<file path="src/rtl/div_share_sched.sv">
// Round-robin arbiter sharing one iterative divider among N_REQ requesters.
// Handles divide-by-zero locally and aborts hung divisions with a watchdog.
module div_share_sched #(
   parameter int unsigned N_REQ   = 4,
   parameter int unsigned DW      = 32,
   parameter int unsigned TMO_CYC = 64
) (
   input  logic                clk_i,
   input  logic                rst_i,
   input  logic [N_REQ-1:0]    req_valid_i,
   output logic [N_REQ-1:0]    req_ready_o,
   input  logic [N_REQ*DW-1:0] req_a_i,
   input  logic [N_REQ*DW-1:0] req_b_i,
   output logic                div_start_o,
   output logic [DW-1:0]       div_a_o,
   output logic [DW-1:0]       div_b_o,
   input  logic                div_ready_i,
   input  logic                div_end_i,
   input  logic [DW-1:0]       div_quotient_i,
   input  logic [DW-1:0]       div_remainder_i,
   output logic [N_REQ-1:0]    rsp_valid_o,
   input  logic [N_REQ-1:0]    rsp_ready_i,
   output logic [DW-1:0]       rsp_quotient_o,
   output logic [DW-1:0]       rsp_remainder_o,
   output logic                rsp_div0_o,
   output logic                rsp_tmo_o,
   output logic                busy_o
);

   localparam int unsigned IW = (N_REQ > 1) ? $clog2(N_REQ) : 1;
   localparam int unsigned CW = $clog2(TMO_CYC) + 1;

   typedef enum logic [1:0] {StIdle, StIssue, StWait, StResp} state_e;

   state_e          state_q, state_d;
   logic [IW-1:0]   ptr_q, ptr_d;
   logic [IW-1:0]   id_q, id_d;
   logic [DW-1:0]   a_q, a_d;
   logic [DW-1:0]   b_q, b_d;
   logic [DW-1:0]   quo_q, quo_d;
   logic [DW-1:0]   rem_q, rem_d;
   logic            div0_q, div0_d;
   logic            tmo_q, tmo_d;
   logic [CW-1:0]   cnt_q, cnt_d;

   logic            gnt_found;
   logic [IW-1:0]   gnt;
   logic [DW-1:0]   gnt_a, gnt_b;
   logic            div_start;

   // Requester index 'off' positions above 'base', wrapping modulo N_REQ.
   function automatic logic [IW-1:0] rr_idx(input logic [IW-1:0] base, input int unsigned off);
      int unsigned sum;
      sum = (32'(base) + off) % N_REQ;
      return IW'(sum);
   endfunction

   always_comb begin
      gnt_found = 1'b0;
      gnt       = '0;
      for (int unsigned off = 0; off < N_REQ; off++) begin
         if (!gnt_found && req_valid_i[rr_idx(ptr_q, off)]) begin
            gnt_found = 1'b1;
            gnt       = rr_idx(ptr_q, off);
         end
      end
   end

   always_comb begin
      gnt_a = '0;
      gnt_b = '0;
      for (int unsigned k = 0; k < N_REQ; k++) begin
         if (gnt == IW'(k)) begin
            gnt_a = req_a_i[k*DW +: DW];
            gnt_b = req_b_i[k*DW +: DW];
         end
      end
   end

   always_comb begin
      state_d   = state_q;
      ptr_d     = ptr_q;
      id_d      = id_q;
      a_d       = a_q;
      b_d       = b_q;
      quo_d     = quo_q;
      rem_d     = rem_q;
      div0_d    = div0_q;
      tmo_d     = tmo_q;
      cnt_d     = cnt_q;
      div_start = 1'b0;
      unique case (state_q)
         StIdle: begin
            if (gnt_found) begin
               id_d  = gnt;
               a_d   = gnt_a;
               b_d   = gnt_b;
               ptr_d = rr_idx(gnt, 1);
               if (gnt_b == '0) begin
                  quo_d   = '1;
                  rem_d   = gnt_a;
                  div0_d  = 1'b1;
                  tmo_d   = 1'b0;
                  state_d = StResp;
               end else begin
                  state_d = StIssue;
               end
            end
         end
         StIssue: begin
            if (div_ready_i) begin
               div_start = 1'b1;
               cnt_d     = '0;
               state_d   = StWait;
            end
         end
         StWait: begin
            cnt_d = cnt_q + CW'(1);
            // The end pulse takes priority over a simultaneous watchdog expiry.
            if (div_end_i) begin
               quo_d   = div_quotient_i;
               rem_d   = div_remainder_i;
               div0_d  = 1'b0;
               tmo_d   = 1'b0;
               state_d = StResp;
            end else if (cnt_q == CW'(TMO_CYC - 1)) begin
               quo_d   = '0;
               rem_d   = '0;
               div0_d  = 1'b0;
               tmo_d   = 1'b1;
               state_d = StResp;
            end
         end
         StResp: begin
            if (rsp_ready_i[id_q]) begin
               state_d = StIdle;
            end
         end
         default: state_d = StIdle;
      endcase
   end

   always_ff @(posedge clk_i or posedge rst_i) begin
      if (rst_i) begin
         state_q <= StIdle;
         ptr_q   <= '0;
         id_q    <= '0;
         a_q     <= '0;
         b_q     <= '0;
         quo_q   <= '0;
         rem_q   <= '0;
         div0_q  <= 1'b0;
         tmo_q   <= 1'b0;
         cnt_q   <= '0;
      end else begin
         state_q <= state_d;
         ptr_q   <= ptr_d;
         id_q    <= id_d;
         a_q     <= a_d;
         b_q     <= b_d;
         quo_q   <= quo_d;
         rem_q   <= rem_d;
         div0_q  <= div0_d;
         tmo_q   <= tmo_d;
         cnt_q   <= cnt_d;
      end
   end

   always_comb begin
      req_ready_o = '0;
      rsp_valid_o = '0;
      // Gated by rst_i so outputs read zero throughout reset.
      if (state_q == StIdle && gnt_found && !rst_i) begin
         req_ready_o[gnt] = 1'b1;
      end
      if (state_q == StResp) begin
         rsp_valid_o[id_q] = 1'b1;
      end
   end

   assign div_start_o     = div_start;
   assign div_a_o         = a_q;
   assign div_b_o         = b_q;
   assign rsp_quotient_o  = (state_q == StResp) ? quo_q : '0;
   assign rsp_remainder_o = (state_q == StResp) ? rem_q : '0;
   assign rsp_div0_o      = (state_q == StResp) && div0_q;
   assign rsp_tmo_o       = (state_q == StResp) && tmo_q;
   assign busy_o          = (state_q != StIdle);

endmodule

</file>
<file path="config.mk">
export PLATFORM = sky130hd
export DESIGN_NAME = div_share_sched
export DESIGN_NICKNAME = d
export VERILOG_FILES = /design/src/rtl/div_share_sched.sv
export SDC_FILE = /design/constraint.sdc
export NUM_CORES = 1
export LEC_CHECK = 0
export ABC_AREA = 1
export BUFFER_PORTS_ARGS = -buffer_cell sky130_fd_sc_hd__buf_2
export CORE_AREA = 2 2 182 184
export DETAILED_ROUTE_END_ITERATION = 10
export DIE_AREA = 0 0 184 186
export SLEW_MARGIN = 20
export SYNTH_ARGS = -nofsm -noshare
export SYNTH_HDL_FRONTEND = slang
export SYNTH_SLANG_ARGS = --single-unit
</file>
<file path="constraint.sdc">
create_clock -name clk_i -period 9.1 [get_ports clk_i]
set_input_delay 0.91 -clock clk_i [delete_from_list [all_inputs] [get_ports clk_i]]
set_output_delay 0.91 -clock clk_i [all_outputs]
set_load 0.005 [all_outputs]
</file>
======== Yosys cells after proc, flatten, opt, wreduce, memory -nomap -nowiden ========
Cells that the tools add are included.
storage, ports and cells
  input bits .............................. 332
  latch bits .............................. 0
  bits in registers ....................... 143
  word-level logic and storage cells ...... 122
  memory bits (read-only) ................. 0
  RAM bits ................................ 0
  output and inout port bits .............. 140
  memories kept ........................... 0
operators by class
  bitwise logic cells ..................... 0
  multiplexer cells ....................... 64
  shifts and indexed selects .............. 0
  multiply operators ...................... 0
  add/sub/neg operators ................... 5
  $lt $le $gt $ge ......................... 8
  equality and inequality tests ........... 12
  reductions and logical operators ........ 23
  divide/modulo/power cells ............... 0
operators with widths
  cell                   number
  $mux W32               17
  $pmux W32 S2           2
  $logic_not A32 Y1      1
  $mux W1                21
  $mux W2                10
  $lt A2 B3 Y1 const B   6
  $pmux W7 S2            1
  $bmux W1 S2            5
  $logic_and A1 B1 Y1    9
  $eq A2 B2 Y1 const B   4
  $mux W4                2
  $ne A2 B2 Y1 const B   4
  $pmux W2 S4            1
  $reduce_and A4 Y1      2
  $add A7 B1 Y7 const B  1
  $eq A7 B6 Y1 const B   1
  $mux W7                1
  $reduce_bool A2 Y1     3
  $add A2 B1 Y2 const B  2
  $add A2 B2 Y2 const B  2
  $demux W1 S2           2
  $eq A2 B1 Y1 const B   2
  $ge A2 B1 Y1 const B   2
  $logic_not A1 Y1       4
  4 further kinds        7

======== Logic depth before layout (Yosys ltp) ========
  word-level depth ........................ 21
  depth in mapped cells ................... 31

======== Worst setup path after synthesis ========
No wires, ideal clock.
  kind .................................... in2out
  from .................................... input rst_i
  to ...................................... output req_ready_o[0]
  arrival ................................. 4554 ps
  stages on the path ...................... 3
  path slack .............................. 3636 ps
  data required time ...................... 8190 ps
  buffers on the path ..................... 0
  cell sequence ........................... inv_1 nand2_1 nor2_1
between the ends
  word-level cells in the longest chain between the ends .. 3
RTL lines
  item                 line  source
  from (decl)          9     input logic rst_i,
  $logic_not A1 Y1     173   if (state_q == StIdle && gnt_found && !rst_i) begin
  $logic_and A1 B1 Y1  173
  $mux W4              173
  to (decl)            11    output logic [N_REQ-1:0] req_ready_o,
No other way between the ends.

======== Worst setup path in the final report ========
  from .................................... register ptr_q[0]
  to ...................................... register quo_q[28]
between the ends
  word-level cells in the longest chain between the ends .. 20
  elaborated cells between the ends (all ways) .. 37
RTL lines
  item                                                    line  source
  from (decl)                                             36    logic [IW-1:0] ptr_q, ptr_d;
  from (signal assigned)                                  157   ptr_q <= ptr_d;
  branches (longest 11 deep; another with $add A2 B1 Y2)  n/a
  $mux W2 *                                               62    if (!gnt_found && req_valid_i[rr_idx(ptr_q, off)]) begin
  named net gnt[1]                                        47    logic [IW-1:0] gnt;
  $logic_not A2 Y1                                        73    if (gnt == IW'(k)) begin
  $mux W32 (3 in a row)                                   73
  $mux W32 *                                              73
  $logic_not A32 Y1 *                                     99    if (gnt_b == '0) begin
  $ne A2 B2 Y1 (no source line) *                         n/a
  $reduce_and A4 Y1 (no source line) *                    n/a
  to (signal assigned)                                    161   quo_q <= quo_d;
  to (decl)                                               40    logic [DW-1:0] quo_q, quo_d;
Mark *: on every way through the listed nets, which the timed path passes. The select of a mux whose other input is x is not followed.
A chain may end at the register's enable or synchronous reset.

==> impl_metrics.csv <==
group,metric,value,unit
outcome,run_status,"complete, no violations",
detailed_routing,wl,38.7,mm
clock_network,clkTransAtPathRegs,70,ps
logic_synthesis,synth_nets,1767,
timing,worstMarginPinSlew,986,ps
global_route,grt_pass1_wl,57.2,mm
setup_path,cpMostUsedCell,"nand2_1",
setup_path,slowest_stage,"dfrtp_1",
timing,fmax,170,MHz
pwr,p_leak,7.20,nW
logic_synthesis,yosys.area_share.simple,0.326,
setup_path,cp.arrival,6230,ps
final_layout,post_route_cells_drive_above_1_share,0.288,
final_layout,syn_to_final_growth,33.4,%
logic_synthesis,synth_edf_count,0,
setup_path,timing.critical_path.buf_inv,7,
logic_synthesis,async_flop_share,1.00,
floorplanning,die_w,184,microns
logic_synthesis,ys_seq_area_frac,0.383,
global_route,grt_pass1_vias,10300,
clock_network,clkSinkCount,143,
setup_path,cp_max_fo,66,
floorplanning,rows,66,
setup_path,r2r_cells,28,
floorplanning,start_util,0.290,
timing,post-route-period-util,0.645,
logic_synthesis,yosys_register_bits,143,
setup_path,end_kind,"flop",
setup_path,slowest_delay,560,ps
detailed_routing,routed_via_density,4.86,
final_layout,seq_area,3580,sq um
logic_synthesis,yosys_warnings,0,
floorplanning,ios,472,
clock_network,root_buffer,"clkbuf_16",
pwr,irDropWorstVdd,0.368,mV
clock_network,numCtsBuffers,17,
clock_network,hold_buffers,0,
setup_path,cp-start-kind,"flop",
clock_network,post_cts_buffers,0,
final_layout,n_fill_cell,3569,
setup_path,rr_endpoint,"quo_q[28]",
logic_synthesis,synthTopCellsByArea,"dfrtp_1 (38%), nand2_1 (20%), nand3_1 (6.3%)",
timing,setup_viol,0,
place,portBuffers,471,
setup_path,r2r_start,"ptr_q[0]",
clock_network,clockBufferDepth,2,
timing,fin_skew,19.3,ps
global_route,grt_max_degree,103,
hold_path,hp-class,"flop to flop",
clock_network,htreeDepth,4,
final_layout,design_area,12500,sq um
place,dpl.hpwl,29.0,mm
global_route,grt.total_usage,0.220,
detailed_routing,dr.pass1.iters,5,
setup_path,critical_path_class,"flop to flop",
logic_synthesis,synth_fa_ha_area_frac,0.0134,
logic_synthesis,synth_area_per_cell,6.57,sq um
setup_path,reg2reg_slack,3230,ps
detailed_routing,wl_per_cell,17.2,microns
detailed_routing,vias,11000,
floorplanning,core,32200,sq um
run,cap_violations,0,
place,placed_cell_area,11900,sq um
timing,rsz0062_at_grt,"false",
final_layout,multi_input_area,4830,sq um
global_route,grt.overflow.total,0,
logic_synthesis,synthMuxAreaShare,0.00107,
detailed_routing,drc,0,
hold_path,min_to,"rem_q[30]",
logic_synthesis,yosysMostFrequentCell,"nand2_1",
logic_synthesis,synth_top_family_by_area,"simple AND/OR/NAND/NOR gates",
timing,fin_crit,5870,ps
setup_path,cp.required,9460,ps
final_layout,utilization,0.387,
detailed_routing,drtIter0Drc,800,
clock_network,clk_latency,430,ps
place,place.gp.congestion,0.959,
timing,fin_hold_ws,474,ps
logic_synthesis,yosys.area.top_type,"dfrtp_1",
logic_synthesis,synth.top_cell.area_share,0.383,
timing,maxSlewViolCount,0,
timing,hold_viol_final,0,
logic_synthesis,synth_cells,1425,
hold_path,hold_depth,2,
logic_synthesis,synth_cell_type_count,35,
setup_path,cp_top_family,"simple AND/OR/NAND/NOR gates",
logic_synthesis,synth-xor-area-share,0.00187,
hold_path,holdCritStartpoint,"rem_q[30]",
timing,relSlewSlack,0.343,
logic_synthesis,synthFlopType,"dfrtp_1",
clock_network,cts_tree,"built",
pwr,power_density,528,nW/um^2
floorplanning,die_h,186,microns
floorplanning,die_area,34200,sq um
global_route,antenna_found_initial,6,
logic_synthesis,ys_top_cells_by_count,"nand2_1 (506), dfrtp_1 (143), inv_1 (128)",
clock_network,cts_resized,0,
timing,setup_tns,0,ps
final_layout,nets,2168,
logic_synthesis,synth_compound_area_frac,0.169,
detailed_routing,ant_nets,0,
logic_synthesis,syn_area,9360,sq um
-- worst register-to-register path, delay by kind of cell, from the launching register on --
kind                       cells  cell delay [ps]
AOI/OAI and AO/OA              4              720
adders and majority gates      1              480
buffers and inverters          7             2010
DFF                            1              560
and+or+nand+nor               16             2030
-- cell usage in the layout (no fill, tap or decap), types with 2 or more instances in the layout --
cell type  Yosys  final
inv_6          0      5
inv_8          0      4
nand3_1      117    117
inv_1        128    127
nor3_1         7      7
clkbuf_16      0     17
o21ai_0      103    103
ha_1          10      5
diode_2        0      6
ha_2           0      3
nand4_1        2      2
nor4_1         3      3
dfrtp_1      143    143
nor2_1       122    122
ha_4           0      2
a21boi_1      25     25
buf_4         13     13
nand2_2        2      2
clkinv_4       0      4
nand2_1      506    505
a21boi_0       4      4
inv_2          2      2
a21oi_1      103    103
a22o_1        32     32
buf_2         31    471
-- sequential cells by signal, indices dropped and copies added (netlist names) --
signal / count
div_a_o: 32
quo_q: 32
rem_q: 32
cnt_q: 7
tmo_q: 1
div_b_o: 32
state_q: 2
ptr_q: 2
div0_q: 1
id_q: 2
-- power by group --
part           internal [mW]  switching (mW)  leakage, nW
registers              0.952           0.170         1.79
logic                   1.51            3.24         5.13
clock network          0.392           0.334        0.290
total                   2.85            3.75         7.20
-- layout make-up --
type,instances,area share
antenna,6,0.00120
clock buffer,17,0.0341
inverter,130,0.0395
sequential,143,0.287
timing repair buffer,484,0.197
tap,408,0.0409
multi-input combinational,1050,0.387
clock inverter,15,0.0135
-- how the worst max path moves through the flow --
stage / startpoint / end / slack [ps] / cells past startpoint
after floorplan: rst_i / req_ready_o[0] / 3640 / 3
after global placement: req_valid_i[0] / rem_q[24] / 3040 / 29
after detailed placement: req_valid_i[0] / rem_q[28] / 2900 / 29
after CTS: ptr_q[0] / rem_q[27] / 3220 / 28
after global routing: ptr_q[0] / quo_q[13] / 2510 / 28
final: ptr_q[0] / quo_q[28] / 3230 / 28
-- cells by family (layout without fill, tap and decap cells) --
group / Yosys count / count (layout)
buffers and inverters: 232 / 646
AO/OA/AOI/OAI: 274 / 274
XOR/XNOR: 2 / 2
adder cells (fa/ha/maj): 10 / 10
multiplexers: 1 / 1
other: 0 / 6
flip-flops: 143 / 143
AND/OR/NAND/NOR: 763 / 763
-- metrics by stage --
step / power, mW / cells / setup WS, ps
6_report: 6.59 / 2253 / 3230
5_1_grt: 7.28 / 2253 / 2510
4_1_cts: 6.66 / 2247 / 3220
3_5_place_dp: 5.92 / 2215 / 2900
3_3_place_gp: 5.86 / 2215 / 3040
2_1_floorplan: 4.39 / 1425 / 3640
-- layer usage --
metal / GRT usage / wire length, microns
met1: 0.287 / 16800
met2: 0.359 / 18300
met3: 0.0364 / 2540
met4: 0.0982 / 1060
met5: 0 / 0
No activity file was read; power rests on OpenSTA's default activity.
